==> src/rtl/demux_1to2_4bit.sv <==
// demux_1to2_4bit: routes a valid/ready input word to one of two
// one-entry output registers (A when sel=0, B when sel=1).
// Each channel drains independently via its own valid/ready pair.
// Optional feature macro: DEMUX_CNT_EN adds 8-bit delivered-word
// counters a_count / b_count (wrapping 255 -> 0).
module demux_1to2_4bit #(
  parameter int WIDTH = 4
) (
  input  logic             clk,
  input  logic             rst,
  input  logic [WIDTH-1:0] D,
  input  logic             sel,
  input  logic             in_valid,
  output logic             in_ready,
  output logic [WIDTH-1:0] A,
  output logic             a_valid,
  input  logic             a_ready,
  output logic [WIDTH-1:0] B,
  output logic             b_valid,
  input  logic             b_ready
`ifdef DEMUX_CNT_EN
  ,
  output logic [7:0]       a_count,
  output logic [7:0]       b_count
`endif
);

  // Channel index 0 is A, index 1 is B.
  logic [WIDTH-1:0] data_q [2];
  logic [1:0]       valid_q;
  logic [1:0]       out_ready;
  logic [1:0]       free;
  logic [1:0]       load;
  logic [1:0]       drain;
  logic             in_hs;

  assign out_ready = {b_ready, a_ready};

  // A slot can take a new word if it is empty or is being drained this
  // cycle; in_ready looks only at the selected slot and never at in_valid.
  assign in_ready = ~rst & (sel ? free[1] : free[0]);
  assign in_hs    = in_valid & in_ready;

  genvar gi;
  generate
    for (gi = 0; gi < 2; gi++) begin : g_chan
      logic [WIDTH-1:0] data_reg;
      logic             valid_reg;

      assign free[gi]  = ~valid_reg | out_ready[gi];
      assign drain[gi] = valid_reg & out_ready[gi];
      assign load[gi]  = in_hs & (sel == 1'(gi));

      // One-entry register: reset wins, then load (covers drain+load
      // with no bubble), then drain clears valid; data holds otherwise.
      always_ff @(posedge clk) begin
        if (rst) begin
          data_reg  <= '0;
          valid_reg <= 1'b0;
        end else if (load[gi]) begin
          data_reg  <= D;
          valid_reg <= 1'b1;
        end else if (drain[gi]) begin
          valid_reg <= 1'b0;
        end
      end

      assign data_q[gi]  = data_reg;
      assign valid_q[gi] = valid_reg;
    end
  endgenerate

  assign A       = data_q[0];
  assign a_valid = valid_q[0];
  assign B       = data_q[1];
  assign b_valid = valid_q[1];

`ifdef DEMUX_CNT_EN
  logic [7:0] cnt_q [2];

  generate
    for (gi = 0; gi < 2; gi++) begin : g_cnt
      logic [7:0] cnt_reg;

      // Count output handshakes; natural 8-bit wrap gives 255 -> 0.
      always_ff @(posedge clk) begin
        if (rst) begin
          cnt_reg <= 8'd0;
        end else if (drain[gi]) begin
          cnt_reg <= cnt_reg + 8'd1;
        end
      end

      assign cnt_q[gi] = cnt_reg;
    end
  endgenerate

  assign a_count = cnt_q[0];
  assign b_count = cnt_q[1];
`endif

endmodule

==> config.mk <==
export PLATFORM = sky130hd
export DESIGN_NAME = demux_1to2_4bit
export DESIGN_NICKNAME = d
export VERILOG_FILES = /design/src/rtl/demux_1to2_4bit.sv
export SDC_FILE = /design/constraint.sdc
export NUM_CORES = 1
export LEC_CHECK = 0
export ABC_CLOCK_PERIOD_IN_PS = 2600
export CAP_MARGIN = 30
export CORE_MARGIN = 4
export CORE_UTILIZATION = 25
export CTS_BUF_LIST = sky130_fd_sc_hd__clkbuf_8
export CTS_CLUSTER_DIAMETER = 80
export DETAILED_ROUTE_END_ITERATION = 8
export PLACE_DENSITY = 0.59
export SKIP_CTS_REPAIR_TIMING = 1
export SLEW_MARGIN = 15
export SYNTH_ARGS = -nofsm -noshare
export SYNTH_HDL_FRONTEND = slang
export SYNTH_SLANG_ARGS = --single-unit
==> constraint.sdc <==
create_clock -name clk -period 2.6 [get_ports clk]
set_clock_uncertainty 0.15 [all_clocks]
set_input_delay 0.26 -clock clk [delete_from_list [all_inputs] [get_ports clk]]
set_output_delay 0.26 -clock clk [all_outputs]
set_load 0.05 [all_outputs]
==> metrics.txt, run 1 <==
Routed WL=slightly below 900 microns; RSZ-0062 raised after global routing=no; # Max-Cap Violations=0; Max Transition Viols Final=0; Longest Clk Path Bufs=2; DRC=0; Post-synth EDFFs=0; worst hold path type=flop to flop; cell with the most instances after synthesis=dfxtp_1; status=complete, no violations; final worst path period share=about 70%; TritonCTS clock tree=yes; end of the critical path=b_valid; Final nets=70; WP data arrival=around 1400 ps; n_diodes=0; Cell Rows=14; Mapped Nets=46; non-filler cells, final=between 70 and 80; fraction of registers with async set/reset=0%; Synth Instances=36; port buffer count=20; mean post-synth cell area=11.6 sq um; Die Wd=48.8 microns; top post-synthesis cells by count=dfxtp_1, mux2_2, nor2b_1; Hold Slack=between 300 and 400 ps; Reg-to-Reg Start=b_valid; Max Clk Rate=549 MHz; Worst Setup SP=b_valid; Worst slew margin=66.5%; Power Total=roughly 0.4 mW; largest cells by area after synthesis=dfxtp_1, mux2_2, nor2b_1, nand2b_4, nor3b_2; drt pass-1 iters=4; top_reg_cell synth=dfxtp_1; Leak=~0.27 nW; Cells after DPL=71; Fin Setup TNS=0 ps; slowest cell delay on critical path=820 ps; Clock transition at path regs=40 ps; global-route wire length before repair=1450 microns; Yosys reg bits=10; Critical R2R Capture=B[0]; yosys warns=0; Worst path slowest cell=clkdlybuf4s50_1; reg2reg path depth=3; Setup CP Type=flop to output port; routability cong.=roughly 0.64; final hold vios=0; Synth Cell Area=417 sq um; Clock Sink Count=10; crit start category=flop; CP bufs+invs=1; root buf cell=clkbuf_8; Cell Pwr Density=roughly 600 mW/mm^2; DR WL/cell=12.0 microns; vias in the first global route=approximately 330; Final setup violation count=0; share of the synthesized area in the top cell type=around 48%; share of cells above drive strength 1=between 20% and 30%; Multi-input gate area=211 sq um; Cell variety after synth=12; Vias=~330; Clk Latency, worst-skew pair=roughly 230 ps; antenna violations before repair=0; GRT Overall Usage=8.19%; cts bufs inserted=3; critical path depth=1; FF/Latch Area=~200 sq um; crit-path max FO=2; H-tree depth=1; I/O pin cnt=21; Antenna Nets Post-Route=0; Avg Vias per Cell=between 4 and 5; area growth from synthesis to layout=61.0%; worst vdd ir=0.290 mV; Initial Util=27.0%; core box area=approximately 0.0015 sq mm; cell breakdown of the critical path=clkdlybuf4s50_1; GRT overflow=0; Die Y=48.8 microns; Final Util=a little over two fifths; Iter 0 DRT Violations=4; largest net degree at the start of global routing=14; CP endpoint kind=output port; Req. time, crit path=roughly 2200 ps; reg2reg setup slack=1320 ps; fillers=between 150 and 200; die area=approximately 0.0024 sq mm; CP top delay family=buffers and inverters; post-layout min period=1820 ps; Least-Margin Pin Slew=around 500 ps; part of the Yosys area used for sequential elements=about half; Synth area leader=dfxtp_1
-- cells in the final DEF (no fill, tap or decap), types with 2 or more instances in the layout --
| master | instances |
|---|---|
| nor2b_1 | 8 |
| mux2_2 | 8 |
| clkbuf_8 | 3 |
| clkdlybuf4s50_1 | 19 |
| dfxtp_1 | 10 |
| a21oi_1 | 2 |
-- cells by family after synthesis --
group / after synthesis / share of synthesized area, %
simple gates: 14 / 24.3
flops: 10 / 48.0
mux: 9 / 24.0
compound gates: 2 / 2.40
buf+inv: 1 / 1.20
-- routing by layer --
metal  GRT usage [%]  share of wire (%)  vias up
met1            8.96                 43      144
met5               0                  0        -
li1                -                  -      166
met3            4.28                9.7        2
met4            6.73                2.5        0
met2            11.5                 45       15
-- metrics by stage --
step / area [sq um] / setup WS (ps)
4_1_cts: 671 / 758
5_1_grt: 671 / 743
6_report: 671 / 778
2_1_floorplan: 417 / 806
3_5_place_dp: 629 / 655
3_3_place_gp: 629 / 660
-- final cells by class --
class	instances	share of cell area (%)
multi-input combinational	25	31.5
tap	16	2.99
clock buffer	3	6.16
sequential	10	29.9
timing repair buffer	20	29.5
-- worst min path at each step --
stage	from	cells past startpoint	endpoint	slack, ps
final	b_valid	2	b_valid	370
after global routing	b_valid	2	b_valid	410
after CTS	b_valid	2	b_valid	380
after detailed placement	b_valid	2	b_valid	370
after global placement	b_valid	2	b_valid	350
after floorplan	D[0]	1	A[0]	250
-- state kept, by name (all words and copies together) (netlist names) --
signal,cells
A,4
B,4
a_valid,1
b_valid,1
-- power breakdown --
part	total, mW	internal [mW]	switching [mW]
Combinational	0.0854	0.0382	0.0471
Clock	0.149	0.100	0.0487
Sequential	0.166	0.162	0.00367
Total	0.400	0.301	0.0995
No activity file was read; power rests on OpenSTA's default activity.
==> run 2: changes to the inputs <==
--- a/config.mk
+++ b/config.mk
@@ -5,7 +5,7 @@
 export SDC_FILE = /design/constraint.sdc
 export NUM_CORES = 1
 export LEC_CHECK = 0
-export ABC_CLOCK_PERIOD_IN_PS = 2600
+export ABC_CLOCK_PERIOD_IN_PS = 1700
 export CAP_MARGIN = 30
 export CORE_MARGIN = 4
 export CORE_UTILIZATION = 25
==> constraint.sdc (replaced) <==
create_clock -name clk -period 1.7 [get_ports clk]
set_clock_uncertainty 0.15 [all_clocks]
set_input_delay 0.17 -clock clk [delete_from_list [all_inputs] [get_ports clk]]
set_output_delay 0.17 -clock clk [all_outputs]
set_load 0.05 [all_outputs]
==> run 2 against run 1 <==
Compared with the run above: count of clock-buffer cells in the layout stayed put; final cell count is 1.4% higher; highest routed layer unchanged; critical path type is now primary input to output port; die area unchanged; largest power group unchanged; sequential power grew 53%; clock power is 54% higher.
==> metrics.txt, run 2 (synthesis gave the netlist of run 1 again) <==
status=complete, no violations; Clock Sink Count=10; Vias=about 340; fillers=151; Worst slew margin=roughly 82%; Die Y=48.8 microns; Avg Vias per Cell=between 4 and 5; post-layout min period=1500 ps; cell breakdown of the critical path=clkdlybuf4s50_1 -> nand2b_1 -> mux2i_1 -> nor2_2 -> buf_12; worst hold path type=flop to flop; reg2reg path depth=3; Fin Setup TNS=0 ps; root buf cell=clkbuf_8; crit-path max FO=3; # Max-Cap Violations=0; Setup CP Type=primary input to output port; Reg-to-Reg Start=b_valid; Max Clk Rate=668 MHz; reg2reg setup slack=410 ps; WP data arrival=between 1000 and 1500 ps; H-tree depth=1; global-route wire length before repair=approximately 1600 microns; Hold Crit Endpoint=b_valid; RSZ-0062 raised after global routing=no; largest net degree at the start of global routing=11; commonest cells after routing, fill and taps aside=buf_4, dfxtp_1, clkdlybuf4s50_1; vias in the first global route=359; Critical R2R Capture=B[1]; Clock transition at path regs=40 ps; CP endpoint kind=output port; Longest Clk Path Bufs=2; Cell Rows=14; worst vdd ir=approximately 0.32 mV; Initial Util=a little over a quarter; Place WS=roughly 68 ps; final worst path period share=between 80% and 90%; DP Area=about 630 sq um; GRT overflow=0; DR WL/cell=12.4 microns; slowest cell delay on critical path=~450 ps; FF/Latch Area=between 200 and 250 sq um; Least-Margin Pin Slew=between 200 and 300 ps; WHS Path Cells=2; design area=between 600 and 700 sq um; Final setup violation count=0; share of cells above drive strength 1=between 40% and 50%; routability cong.=~0.62; crit start category=primary input; DRC=0; Die Wd=48.8 microns; n_diodes=0; final hold vios=0; Iter 0 DRT Violations=4; die area=0.00238 sq mm; Cell Pwr Density=924 mW/mm^2; Antenna Nets Post-Route=0; drt pass-1 iters=4; Multi-input gate area=214 sq um; core box area=0.00154 sq mm; Clk Latency, worst-skew pair=230 ps; Final nets=a little over 70; commonest non-fill, non-tap cell in the layout=buf_4; cts bufs inserted=3; Post-DP HPWL=732 microns; Routed WL=929 microns; TritonCTS clock tree=yes; GRT Overall Usage=9.07%; Leak=a little under 0.3 nW; PnR worst setup slack=roughly 200 ps; port buffer count=20; I/O pin cnt=21; Max Transition Viols Final=0; HP Start=b_valid; Req. time, crit path=1380 ps; area growth from synthesis to layout=60.4%; Worst path slowest cell=clkdlybuf4s50_1; antenna violations before repair=0
[run 2: worst max path at each step]
stage	from	to	slack (ps)	cells after the start
floorplan	b_valid	B[0]	150	3
global placement	rst	B[3]	80	3
detailed placement	b_ready	B[3]	70	4
CTS	a_ready	in_ready	180	5
global route	a_ready	in_ready	140	5
finish	a_ready	in_ready	200	5
[run 2: final cells by class]
| class | count | area share [%] |
|---|---|---|
| multi-input combinational | 25 | 32.0 |
| tap | 16 | 3.00 |
| sequential | 10 | 30.0 |
| clock buffer | 3 | 6.18 |
| timing repair buffer | 21 | 28.8 |
[run 2: power by group]
group          leakage (nW)  internal [mW]  total [mW]  switching (mW)
clock network        0.0216          0.154       0.230          0.0768
registers            0.0819          0.248       0.254         0.00581
logic                 0.191         0.0596       0.133          0.0733
[run 2: routing by layer]
layer / global-route usage (%) / up-vias / part of all wire (%)
met5: 0 / - / 0
met4: 5.38 / 0 / 1.3
met3: 6.12 / 2 / 11
met2: 13.0 / 17 / 48
met1: 9.72 / 150 / 39
li1: - / 167 / -
[run 2: through the flow]
| stage | power (mW) | hold slack (ps) | util (%) | instances |
|---|---|---|---|---|
| after floorplan | 0.336 | 164 | - | 36 |
| after CTS | 0.626 | 354 | 43.3 | 75 |
| after global routing | 0.647 | 384 | 43.3 | 75 |
| after detailed placement | 0.392 | 348 | 40.7 | 72 |
| final | 0.617 | 350 | 43.3 | 75 |
| after global placement | 0.392 | 349 | 40.7 | 72 |
[run 2: critical path: cells and delay by family]
family / cells / cell delay (ps)
and+or+nand+nor: 2 / 290
muxes: 1 / 110
buffers and inverters: 2 / 600
